File: src/rtl/mux6_pkg.sv
// Shared constants for the six-source round-robin arbiter: select codes,
// state encodings and small index/select conversion helpers.
package mux6_pkg;

   localparam int NUM_SRC = 6;

   localparam logic [2:0] SEL_IDLE = 3'd0;
   localparam logic [2:0] SEL_A    = 3'd1;
   localparam logic [2:0] SEL_B    = 3'd2;
   localparam logic [2:0] SEL_C    = 3'd3;
   localparam logic [2:0] SEL_D    = 3'd4;
   localparam logic [2:0] SEL_E    = 3'd5;
   localparam logic [2:0] SEL_F    = 3'd6;

   localparam logic [0:0] ST_IDLE = 1'b0;
   localparam logic [0:0] ST_BUSY = 1'b1;

   // Pointer value after reset, so that the first search starts at A.
   localparam logic [2:0] LAST_RST = 3'd5;

   // Source index 0..5 to select code 1..6.
   function automatic logic [2:0] idx_to_sel(input logic [2:0] idx);
      return idx + 3'd1;
   endfunction

   // Select code to one-hot source mask; idle and the unused code map to zero.
   function automatic logic [NUM_SRC-1:0] sel_to_onehot(input logic [2:0] sel);
      logic [NUM_SRC-1:0] mask;
      mask = '0;
      case (sel)
         SEL_A:   mask = 6'b000001;
         SEL_B:   mask = 6'b000010;
         SEL_C:   mask = 6'b000100;
         SEL_D:   mask = 6'b001000;
         SEL_E:   mask = 6'b010000;
         SEL_F:   mask = 6'b100000;
         default: mask = '0;
      endcase
      return mask;
   endfunction

   // (base + off) mod NUM_SRC for base in 0..5 and off in 1..6.
   function automatic logic [2:0] wrap_idx(input logic [2:0] base, input int off);
      int s;
      s = int'(base) + off;
      return 3'(s % NUM_SRC);
   endfunction

endpackage

File: src/rtl/mux6_rr_pick.sv
// Pointer-rotated priority picker: searches req starting one past last,
// wrapping, and returns the first requesting index.
module mux6_rr_pick
   import mux6_pkg::*;
(
   input  logic [NUM_SRC-1:0] req,
   input  logic [2:0]         last,
   output logic               any,
   output logic [2:0]         win
);

   always_comb begin
      any = 1'b0;
      win = last;
      // Walk from the farthest offset down so the nearest requester wins.
      for (int off = NUM_SRC; off >= 1; off--) begin
         if (req[wrap_idx(last, off)]) begin
            any = 1'b1;
            win = wrap_idx(last, off);
         end
      end
   end

endmodule

File: src/rtl/mux_6x1_32bit.sv
// 32-bit six-input datapath mux; select code 1..6 picks A..F, any other
// code drives zero.
module mux_6x1_32bit
   import mux6_pkg::*;
(
   input  logic [2:0]  sel,
   input  logic [31:0] A,
   input  logic [31:0] B,
   input  logic [31:0] C,
   input  logic [31:0] D,
   input  logic [31:0] E,
   input  logic [31:0] F,
   output logic [31:0] y
);

   always_comb begin
      // NOTE: a default on every path keeps combinational outputs latch-free.
      y = '0;
      case (sel)
         SEL_A:   y = A;
         SEL_B:   y = B;
         SEL_C:   y = C;
         SEL_D:   y = D;
         SEL_E:   y = E;
         SEL_F:   y = F;
         default: y = '0;
      endcase
   end

endmodule

File: src/rtl/mux6_rr_arbiter.sv
// Round-robin arbiter in front of the shared 32-bit 6:1 mux with a
// valid/ready offer and one-cycle ack. Optional grant hold: MUX6_ARB_LOCK_EN.
module mux6_rr_arbiter
   import mux6_pkg::*;
#(
   parameter int CNT_W = 16
)
(
   input  logic                 clk,
   input  logic                 rst_n,
   input  logic [NUM_SRC-1:0]   req,
   input  logic [31:0]          A,
   input  logic [31:0]          B,
   input  logic [31:0]          C,
   input  logic [31:0]          D,
   input  logic [31:0]          E,
   input  logic [31:0]          F,
`ifdef MUX6_ARB_LOCK_EN
   input  logic                 lock,
`endif
   output logic [2:0]           sel,
   output logic [31:0]          out_data,
   output logic                 out_valid,
   input  logic                 out_ready,
   output logic [NUM_SRC-1:0]   ack,
   output logic [CNT_W-1:0]     xfer_cnt
);

   logic [0:0]         st_q;
   logic [2:0]         sel_q;
   logic [2:0]         last_q;
   logic [CNT_W-1:0]   cnt_q;

   logic               pick_any;
   logic [2:0]         pick_win;
   logic [NUM_SRC-1:0] win_mask;
   logic               win_req;
   logic               hs;
   logic               hold_grant;

   // While busy, last_q equals the winner, so the same picker ranks the
   // current winner lowest when re-arbitrating on a handshake.
   mux6_rr_pick u_pick (
      .req  (req),
      .last (last_q),
      .any  (pick_any),
      .win  (pick_win)
   );

   mux_6x1_32bit u_mux (
      .sel (sel_q),
      .A   (A),
      .B   (B),
      .C   (C),
      .D   (D),
      .E   (E),
      .F   (F),
      .y   (out_data)
   );

   assign win_mask  = sel_to_onehot(sel_q);
   assign win_req   = |(req & win_mask);
   assign out_valid = (st_q == ST_BUSY);
   assign hs        = out_valid & out_ready;
   assign ack       = hs ? win_mask : '0;
   assign sel       = sel_q;
   assign xfer_cnt  = cnt_q;

`ifdef MUX6_ARB_LOCK_EN
   assign hold_grant = lock & win_req;
`else
   assign hold_grant = 1'b0;
`endif

   always_ff @(posedge clk or negedge rst_n) begin
      if (!rst_n) begin
         st_q   <= ST_IDLE;
         sel_q  <= SEL_IDLE;
         last_q <= LAST_RST;
         cnt_q  <= '0;
      end else begin
         // NOTE: state registers use non-blocking assignment so every
         // branch sees the pre-edge values of st_q, sel_q and last_q.
         case (st_q)
            ST_IDLE: begin
               if (pick_any) begin
                  st_q   <= ST_BUSY;
                  sel_q  <= idx_to_sel(pick_win);
                  last_q <= pick_win;
               end
            end
            ST_BUSY: begin
               if (hs) begin
                  cnt_q <= cnt_q + CNT_W'(1);
                  if (!hold_grant) begin
                     if (pick_any) begin
                        sel_q  <= idx_to_sel(pick_win);
                        last_q <= pick_win;
                     end else begin
                        st_q  <= ST_IDLE;
                        sel_q <= SEL_IDLE;
                     end
                  end
               end else if (!win_req) begin
                  // Abort: the pointer keeps the aborted grant.
                  st_q  <= ST_IDLE;
                  sel_q <= SEL_IDLE;
               end
            end
            default: begin
               st_q  <= ST_IDLE;
               sel_q <= SEL_IDLE;
            end
         endcase
      end
   end

endmodule

File: config.mk
export PLATFORM = sky130hd
export DESIGN_NAME = mux6_rr_arbiter
export DESIGN_NICKNAME = d
export VERILOG_FILES = /design/src/rtl/mux6_pkg.sv /design/src/rtl/mux6_rr_pick.sv /design/src/rtl/mux_6x1_32bit.sv /design/src/rtl/mux6_rr_arbiter.sv
export SDC_FILE = /design/constraint.sdc
export NUM_CORES = 1
export LEC_CHECK = 0
export CAP_MARGIN = 20
export CORE_AREA = 2 2 101 103
export DETAILED_ROUTE_END_ITERATION = 10
export DIE_AREA = 0 0 103 105
export GPL_TIMING_DRIVEN = 0
export HOLD_SLACK_MARGIN = 0.05
export PLACE_DENSITY = 0.78
export SYNTH_ARGS = -nofsm -noshare
export SYNTH_HDL_FRONTEND = slang
export SYNTH_SLANG_ARGS = --single-unit
File: constraint.sdc
create_clock -name clk -period 8.65 [get_ports clk]
set_clock_uncertainty 0.2 [all_clocks]
set_input_delay 1.2975 -clock clk [delete_from_list [all_inputs] [get_ports clk]]
set_output_delay 1.2975 -clock clk [all_outputs]
set_load 0.05 [all_outputs]
==> Yosys cells after proc, flatten, opt, wreduce, memory -nomap -nowiden <==
Cells that the tools add are included.
{ "totals": {"input_bits": 201, "regBits": 23, "elab_cells": 78, "output_inout_bits": 58} }
{ "op_classes": {"n_div": 6, "bitwise_logic": 3, "muxes": 39, "add_sub_neg": 8, "n_reduce_logical": 3, "n_lt_le_gt_ge": 6, "n_eq_ne": 9} }
{ "ops": {"columns": ["operator", "n"], "rows": [
  ["modulo 32 x 4 -> 32 bit, second input constant", 6],
  ["one-hot mux 32 bit (6 select lines)", 1],
  ["2-to-1 mux 3 bit", 12],
  ["one-hot mux 6 bit (6 select lines)", 1],
  ["< comparator 3 x 4 -> 1 bit, second input constant", 6],
  ["binary-select mux 1 bit (select 3 bit)", 6],
  ["adder 16 x 1 -> 16 bit, second input constant", 1],
  ["2-to-1 mux 1 bit", 15],
  ["adder 3 x 3 -> 4 bit, second input constant", 3],
  ["one-hot mux 3 bit (2 select lines)", 2],
  ["== test 3 bit, second input constant", 3],
  ["adder 3 x 2 -> 4 bit, second input constant", 2],
  ["AND 6 bit", 1],
  ["== test 3 x 2 -> 1 bit, second input constant", 2],
  ["2-to-1 mux 6 bit", 1],
  ["OR reduction 6 bit", 1],
  ["adder 3 x 1 -> 4 bit, second input constant", 1],
  ["AND reduction 2 bit", 2],
  ["adder 3 x 1 -> 3 bit, second input constant", 1],
  ["== test 3 x 1 -> 1 bit, second input constant", 1],
  ["inequality test 3 x 2 -> 1 bit, second input constant", 1],
  ["inequality test 2 x 1 -> 1 bit, second input constant", 1],
  ["inequality test 2 bit, second input constant", 1],
  ["one-hot mux 1 bit (2 select lines)", 1],
  ["2 further kinds", 2]
]} }

==> Logic depth before layout (Yosys ltp) <==
Gate-level depths: netlist of the first run.
{ "logic_depth": {"depth_word": 14, "depth_mapped": 16, "ltp_nobuf": 15} }

==> By module <==
A second synthesis of the first run with hierarchy kept.
{ "unflattened": {"cells_unflattened": 458, "area_unflattened_um2": 3834.9} }
{ "by_module_without_submodules": {"columns": ["module", "instances", "area_per_inst_um2", "seq_area_each_um2", "cells_each"], "rows": [
  ["mux_6x1_32bit", 1, 1621.6, 0.0, 210],
  ["mux6_rr_arbiter", 1, 1178.6, 578.1, 108],
  ["mux6_rr_pick", 1, 1034.7, 0.0, 140]
]} }

==> Worst setup path before layout of the first run <==
No wires, ideal clock.
{ "synth_path": {"path_kind": "reg-to-reg", "from": "register last_q[0]", "to": "register sel_q[2] (netlist: sel[2])", "arrival_time_ns": 3.451, "synth_period_minus_slack_ns": 3.793, "setup_time_ns": 0.143, "stages_incl_launch_ff": 17, "n_path_buf": 2, "required_time_ns": 8.307, "slack_ns": 4.857, "cell_sequence": "dfstp_2 buf_4 buf_6 inv_1 ha_1 xnor2_4 ha_1 inv_1 and3_1 a211o_1 o21ai_1 mux2_4 a221oi_4 xnor2_1 ha_1 xnor2_1 o22ai_1"} }
{ "synth_between": {"elab_chain_len": 14, "word_cells_on_any_way": 43, "cone_classes": "add/sub: 7; div: 6; eq/ne: 1; mux: 28; reduce/logical: 1"} }
{ "synth_rtl": {"columns": ["item", "line", "rtl"], "rows": [
  ["from (decl)", "mux6_rr_arbiter.sv:31", "logic [2:0] last_q;"],
  ["from (signal assigned)", "mux6_rr_arbiter.sv:89", "last_q <= pick_win;"],
  ["from (signal assigned)", "mux6_rr_arbiter.sv:98", "last_q <= pick_win;"],
  ["adder 3 x 3 -> 4 bit", "mux6_pkg.sv:45", "s = int'(base) + off;"],
  ["modulo 32 x 4 -> 32 bit", "mux6_pkg.sv:46", "return 3'(s % NUM_SRC);"],
  ["binary-select mux 1 bit (select 3 bit)", "mux6_rr_pick.sv:17", "if (req[wrap_idx(last, off)]) begin"],
  ["2-to-1 mux 1 bit (implied by the code)", "mux6_rr_pick.sv:17", null],
  ["2-to-1 mux 3 bit (5 in series)", "mux6_rr_pick.sv:17", null],
  ["2-to-1 mux 3 bit *", "mux6_rr_pick.sv:17", null],
  ["net pick_win[0]", "mux6_rr_arbiter.sv:35", "logic [2:0] pick_win;"],
  ["adder 3 x 1 -> 3 bit *", "mux6_pkg.sv:23", "return idx + 3'd1;"],
  ["2-to-1 mux 3 bit", "mux6_rr_arbiter.sv:96", "if (pick_any) begin"],
  ["2-to-1 mux 3 bit", "mux6_rr_arbiter.sv:93", "if (hs) begin"],
  ["one-hot mux 3 bit (2 select lines) *", "mux6_rr_arbiter.sv:84", "case (st_q)"],
  ["to (signal assigned)", "mux6_rr_arbiter.sv:88", "sel_q <= idx_to_sel(pick_win);"],
  ["to (signal assigned)", "mux6_rr_arbiter.sv:97", "sel_q <= idx_to_sel(pick_win);"],
  ["to (decl)", "mux6_rr_arbiter.sv:30", "logic [2:0] sel_q;"]
]} }
Mark *: on every way through the listed nets, which the timed path passes. The rest lies on a longest branch. The select of a mux whose other input is x is not followed.
A chain may end at the register's enable or synchronous reset.

==> Worst setup path after layout of the first run <==
{ "layout_path": {"from": "input port out_ready", "to": "output port ack[1]"} }
{ "layout_between": {"elab_chain_len": 2} }
{ "layout_rtl": {"columns": ["item", "line", "rtl"], "rows": [
  ["from (decl)", "mux6_rr_arbiter.sv:24", "input logic out_ready,"],
  ["AND 1 bit", "mux6_rr_arbiter.sv:64", "assign hs = out_valid & out_ready;"],
  ["2-to-1 mux 6 bit", "mux6_rr_arbiter.sv:65", "assign ack = hs ? win_mask : '0;"],
  ["to (decl)", "mux6_rr_arbiter.sv:25", "output logic [NUM_SRC-1:0] ack,"]
]} }
No other way between the ends.

==> results of run 1 <==
sequential cells by signal (all words and copies together), names as in the netlist:
| name | cells |
|---|---|
| sel | 3 |
| out_valid | 1 |
| last_q | 3 |
| xfer_cnt | 16 |
layout by cell type, fill, tap and decap left out, drive strengths merged, types with 2 or more instances in the layout:
cell type        n
and3             4
inv             16
a21oi            8
a31oi            2
a211oi           3
nand2b           2
nor2            16
dfstp            2
mux2             9
and2            10
o211ai           3
a211o            2
nand2           17
a311oi           2
o32ai            2
o22ai            5
mux2i            9
a221oi           2
xor2             5
a22oi          101
clkbuf          26
buf              4
clkdlybuf4s50  258
o31a             2
dfrtp           21
nand3           41
xnor2           16
ha              12
nor3            13
o21ai           10
worst max-delay path, stage by stage:
cell	delay, ns
clkdlybuf4s50_1	0.58
and2_1	0.17
clkbuf_1	0.38
and2_1	0.20
clkdlybuf4s50_1	0.81
how the worst max path moves through the flow:
| stage | from | end | slack [ns] | cells after the start |
|---|---|---|---|---|
| 5_1_grt | sel[0] | out_data[16] | 3.50 | 6 |
| 2_1_floorplan | last_q[0] | sel[2] | 4.86 | 16 |
| 3_3_place_gp | out_ready | ack[0] | 3.76 | 5 |
| 6_report | out_ready | ack[1] | 3.71 | 5 |
| 3_5_place_dp | out_ready | ack[2] | 3.73 | 5 |
| 4_1_cts | sel[1] | out_data[17] | 3.72 | 6 |
cell families (layout without fill, tap and decap cells):
logic type	count (synthesis)	in the layout	share of synthesized area, %
compound gates	150	150	38.3
xor+xnor	21	21	6.87
fa+ha+maj	12	12	4.91
flops	23	23	18.9
buf+inv	42	305	5.76
simple gates	110	110	18.1
mux	18	18	7.15
power by group through the flow:
stage	Sequential [W]	Clock [W]	Combinational (W)
after floorplan	0.000249	0	0.00127
after global placement	0.000184	0	0.00192
after detailed placement	0.000185	0	0.00195
after CTS	0.000183	0.0000708	0.00195
after global routing	0.000189	0.0000761	0.00208
final	0.000184	0.0000678	0.00197
stage by stage:
stage          cell area, sq um  utilization, %
2_1_floorplan              3060               -
3_3_place_gp               5810            60.3
3_5_place_dp               5810            60.3
4_1_cts                    5860            60.8
5_1_grt                    5870            60.9
6_report                   5870            60.9
metal layers:
layer	share of wire, %	GRT usage (%)	routed length (um)	vias to the layer above
met2	49	50.9	8300	244
met3	8.8	6.89	1500	56
met4	4.6	10.7	784	0
met5	0	0	0	-
li1	-	-	-	2015
met1	38	37.2	6450	2044
Yosys cell counts (all sizes together), types with 3 or more instances:
master	instances	area share, %
mux2i	9	3.5
ha	12	4.9
xnor2	16	5.2
nor3	13	2.3
mux2	9	3.7
o21ai	10	1.8
a211oi	3	0.90
and2	10	2.0
inv	16	2.0
a21oi	8	1.4
buf	3	0.98
clkbuf	23	2.8
o22ai	5	1.2
nand2	17	2.2
xor2	5	1.7
o211ai	3	0.74
a22oi	101	25
and3	4	0.82
nor2	16	2.0
nand3	41	6.7
dfrtp	21	17
cell type report:
class | count | area, sq um
plain buffers | 26 | 116
clock buffers | 3 | 41.3
clock inverters | 1 | 7.51
fillers | 889 | 3770
inverters | 16 | 60.1
multi-input cells | 311 | 2310
flip-flops and latches | 23 | 578
well taps | 133 | 166
repair buffers | 259 | 2600
==> results.json, run 1 <==
{
  "outcome": "completed",
  "p_seq_share_pct": 8.3,
  "ys_ff_latch": 23,
  "setup_tns_ns": 0,
  "cp.required_ns": 7.15,
  "period_needed_ns": 4.94,
  "netlist_instances": 376,
  "grt_pass1_wl_um": 24900,
  "nets": 853,
  "row_count": 36,
  "holdCritStartpoint": "xfer_cnt[15]",
  "ys_warn_count": 0,
  "seq_area_frac_synth_pct": 18.9,
  "drtPass1Iterations": 6,
  "post_cts_resized": 0,
  "cts_tree": "done",
  "totalPowerFinal_w": 0.00222,
  "p_int_w": 0.000918,
  "start_util_pct": 31.7,
  "grt-ovfl-total": 0,
  "clkLatencyLatePin_ns": 0.27,
  "peakVddDrop_v": 0.000224,
  "drt_iter0_drc": 448,
  "final_cells": 772,
  "hpwl_um": 14400,
  "min_period_over_period_pct": 57.1,
  "holdCritPathClass": "reg -> reg",
  "setup_slack_ns": 3.71,
  "holdBufCountCts": 0,
  "io_pins": 259,
  "ys.flop_type": "dfrtp_1",
  "crit_path_start_kind": "primary input",
  "drtAntennaViolNets": 0,
  "p_sw_share_pct": 58.7,
  "clock_power_share_pct": 3.1,
  "hold_depth": 1,
  "dp_cells": 767,
  "drv_cap": 0,
  "cts_sinks": 23,
  "tightest_slew_ns": 1.10,
  "reg2reg_slack_ns": 4.53,
  "wl_per_cell_um": 22.1,
  "grt_max_degree": 24,
  "cts_buffer_depth": 2,
  "die_height_um": 105,
  "hold_viol_final": 0,
  "setup_violations": 0,
  "gp_congestion": 0.934,
  "avgSynthCellArea_sq_um": 8.14,
  "syn2layout_area_growth_pct": 91.9,
  "path_clk_slew_ns": 0.08,
  "crit_type": "in -> out",
  "dr_total_vias": 4359,
  "final_layout_size_suffix_gt1_share_pct": 5.63,
  "grt_pass1_vias": 4233,
  "synth_cell_type_count": 60,
  "power_frac_comb_pct": 88.7,
  "drt_wl_total_um": 17000,
  "power_density_nw_per_um2": 378,
  "drv_slew": 0,
  "antenna_found_initial": 0,
  "synth_area_sq_um": 3060,
  "die_area_sq_um": 10800,
  "vias_per_cell": 5.65,
  "crit_fanout": 10,
  "arrival_ns": 3.44,
  "route.detailed.drc": 0,
  "slew_headroom_pct": 26.1,
  "async_reset_ff_share_pct": 100,
  "hold_slack_ns": 0.283,
  "cts_buffers": 3,
  "p_leak_nw": 2.23,
  "cts-htree-levels": 1,
  "critPathCaptureType": "primary output",
  "core_area_sq_um": 9640,
  "grt_usage_pct": 30.3,
  "reg2reg_to": "sel[2]",
  "cts_setup_buffers": 0,
  "post-place-ws_ns": 3.73,
  "rsz0062_at_grt": "false",
  "p_sw_w": 0.00130,
  "synth-edff-count": 0,
  "portBuffers": 258,
  "fmax_mhz": 202,
  "r2r_cells": 16,
  "syn_nets": 589,
  "die_w_um": 103,
  "r2r_start": "last_q[0]",
  "min_to": "xfer_cnt[15]",
  "diodes": 0,
  "root_buffer": "clkbuf_8"
}
No activity file was read; power rests on OpenSTA's default activity.
==> run 2: changes to the inputs <==
--- a/config.mk
+++ b/config.mk
@@ -6,12 +6,12 @@
 export NUM_CORES = 1
 export LEC_CHECK = 0
 export CAP_MARGIN = 20
-export CORE_AREA = 2 2 101 103
+export CORE_AREA = 2 2 100 102
 export DETAILED_ROUTE_END_ITERATION = 10
-export DIE_AREA = 0 0 103 105
+export DIE_AREA = 0 0 102 104
 export GPL_TIMING_DRIVEN = 0
 export HOLD_SLACK_MARGIN = 0.05
-export PLACE_DENSITY = 0.78
+export PLACE_DENSITY = 0.79
 export SYNTH_ARGS = -nofsm -noshare
 export SYNTH_HDL_FRONTEND = slang
 export SYNTH_SLANG_ARGS = --single-unit
==> constraint.sdc (replaced) <==
create_clock -name clk -period 4.85 [get_ports clk]
set_clock_uncertainty 0.2 [all_clocks]
set_input_delay 0.7275 -clock clk [delete_from_list [all_inputs] [get_ports clk]]
set_output_delay 0.7275 -clock clk [all_outputs]
set_load 0.05 [all_outputs]
==> run 2 against run 1 <==
Final cell count grew 0.39%. Via count is 0.71% higher. Wire length up 4.9%. Non-clock buffer count up 2. Critical path depth grew 2.
==> results.json, run 2 (synthesis results as in run 1) <==
{
  "grt_max_degree": 24,
  "dp_cells": 769,
  "io_pins": 259,
  "die_height_um": 104,
  "drt_wl_total_um": 17900,
  "core_area_sq_um": 9550,
  "final_layout_size_suffix_gt1_share_pct": 5.77,
  "syn2layout_area_growth_pct": 92.4,
  "drtAntennaViolNets": 0,
  "p_sw_w": 0.00233,
  "cts-htree-levels": 1,
  "reg2reg_to": "sel[2]",
  "final_cell_mix": "clkdlybuf4s50_1, a22oi_1, nand3_1",
  "cp.required_ns": 3.92,
  "die_area_sq_um": 10600,
  "cts_setup_buffers": 0,
  "route.detailed.drc": 0,
  "die_w_um": 102,
  "min_period_over_period_pct": 89.9,
  "wl_per_cell_um": 23.1,
  "clkLatencyLatePin_ns": 0.26,
  "portBuffers": 258,
  "gp_congestion": 0.992,
  "largest_reg_flops": 16,
  "r2r_start": "last_q[0]",
  "layout_commonest_cell": "clkdlybuf4s50_1",
  "holdCritPathClass": "reg -> reg",
  "clock_power_share_pct": 3.0,
  "peakVddDrop_v": 0.000253,
  "power_frac_comb_pct": 88.8,
  "root_buffer": "clkbuf_8",
  "cts_sinks": 23,
  "drt_iter0_drc": 429,
  "holdBufCountCts": 0,
  "grt_usage_pct": 32.7,
  "fmax_mhz": 229,
  "crit_type": "reg -> out",
  "arrival_ns": 3.43,
  "post_cts_resized": 0,
  "grt_pass1_vias": 4392,
  "finalInstanceArea_sq_um": 5890,
  "power_density_nw_per_um2": 674,
  "reg2reg_slack_ns": 0.65,
  "crit_fanout": 10,
  "cts_tree": "done",
  "rsz0062_at_grt": "false",
  "final_cells": 775,
  "slew_headroom_pct": 37.3,
  "utilization_pct": 61.6,
  "p_sw_share_pct": 58.6,
  "hold_depth": 1,
  "vias_per_cell": 5.66,
  "r2r_cells": 16,
  "start_util_pct": 32.0,
  "hold_viol_final": 0,
  "dr_total_vias": 4390,
  "tightest_slew_ns": 0.934,
  "nets": 855,
  "drv_slew": 0,
  "holdCritStartpoint": "xfer_cnt[15]",
  "min_to": "xfer_cnt[15]",
  "cts_buffers": 3,
  "critPathCaptureType": "primary output",
  "setup_tns_ns": 0,
  "path_clk_slew_ns": 0.07,
  "period_needed_ns": 4.36,
  "crit_path_start_kind": "flip-flop",
  "p_int_w": 0.00164,
  "place_area_sq_um": 5820,
  "outcome": "completed",
  "row_count": 36,
  "grt-ovfl-total": 0,
  "grt_pass1_wl_um": 26100,
  "hpwl_um": 15200,
  "p_leak_nw": 2.24,
  "cts_buffer_depth": 2,
  "drv_cap": 0,
  "p_seq_share_pct": 8.2,
  "antenna_found_initial": 2,
  "drtPass1Iterations": 5,
  "setup_violations": 0
}
## run 2: changes by cell type in the layout (fill, tap and decap cells not counted), sizes merged
cell / previous run / this run
buf: 4 / 6
clkinvlp: 1 / 0
clkbuf: 26 / 27
diode: 0 / 1
## run 2: critical path, cell delays in order, from the launching register on
cell             delay (ns)
dfrtp_1                0.44
inv_1                  0.12
nor3_1                 0.67
buf_4                  0.27
clkbuf_1               0.37
a22oi_1                0.19
nand3_1                0.22
clkdlybuf4s50_1        0.89
## run 2: layer usage
layer	wire (um)	track usage (%)	share of wire, %
met5	7	0	0.039
met4	554	10.6	3.1
met3	1760	7.93	9.8
met2	8660	55.5	48
met1	6890	40.0	39
## run 2: final cells by class
class                           instances  area (sq um)
Antenna cell                            1          2.50
Buffer                                 26           116
Clock buffer                            4          45.0
Fill cell                             842          3660
Inverter                               16          60.1
Multi-Input combinational cell        311          2310
Sequential cell                        23           578
Tap cell                              133           166
Timing Repair Buffer                  261          2610
## run 2: how the worst max path moves through the flow
stage / to / from / slack, ns
2_1_floorplan: sel[2] / last_q[0] / 1.06
3_3_place_gp: out_data[16] / sel[0] / 0.64
3_5_place_dp: sel[2] / last_q[0] / 0.67
4_1_cts: out_data[16] / sel[0] / 0.58
5_1_grt: out_data[16] / sel[0] / 0.34
6_report: out_data[16] / sel[0] / 0.49
## run 2: power groups by stage
stage / combinational [W] / sequential, W / clock, W
after floorplan: 0.00227 / 0.000443 / 0
after global placement: 0.00343 / 0.000326 / 0
after detailed placement: 0.00349 / 0.000328 / 0
after CTS: 0.00350 / 0.000325 / 0.000119
after global routing: 0.00373 / 0.000333 / 0.000129
final: 0.00353 / 0.000325 / 0.000118
## run 2: through the flow
| stage | hold slack, ns | worst slack, ns | total power, W |
|---|---|---|---|
| 2_1_floorplan | 0.232 | 1.06 | 0.00271 |
| 3_3_place_gp | 0.264 | 0.637 | 0.00376 |
| 3_5_place_dp | 0.264 | 0.672 | 0.00382 |
| 4_1_cts | 0.276 | 0.584 | 0.00394 |
| 5_1_grt | 0.293 | 0.338 | 0.00419 |
| 6_report | 0.274 | 0.491 | 0.00397 |
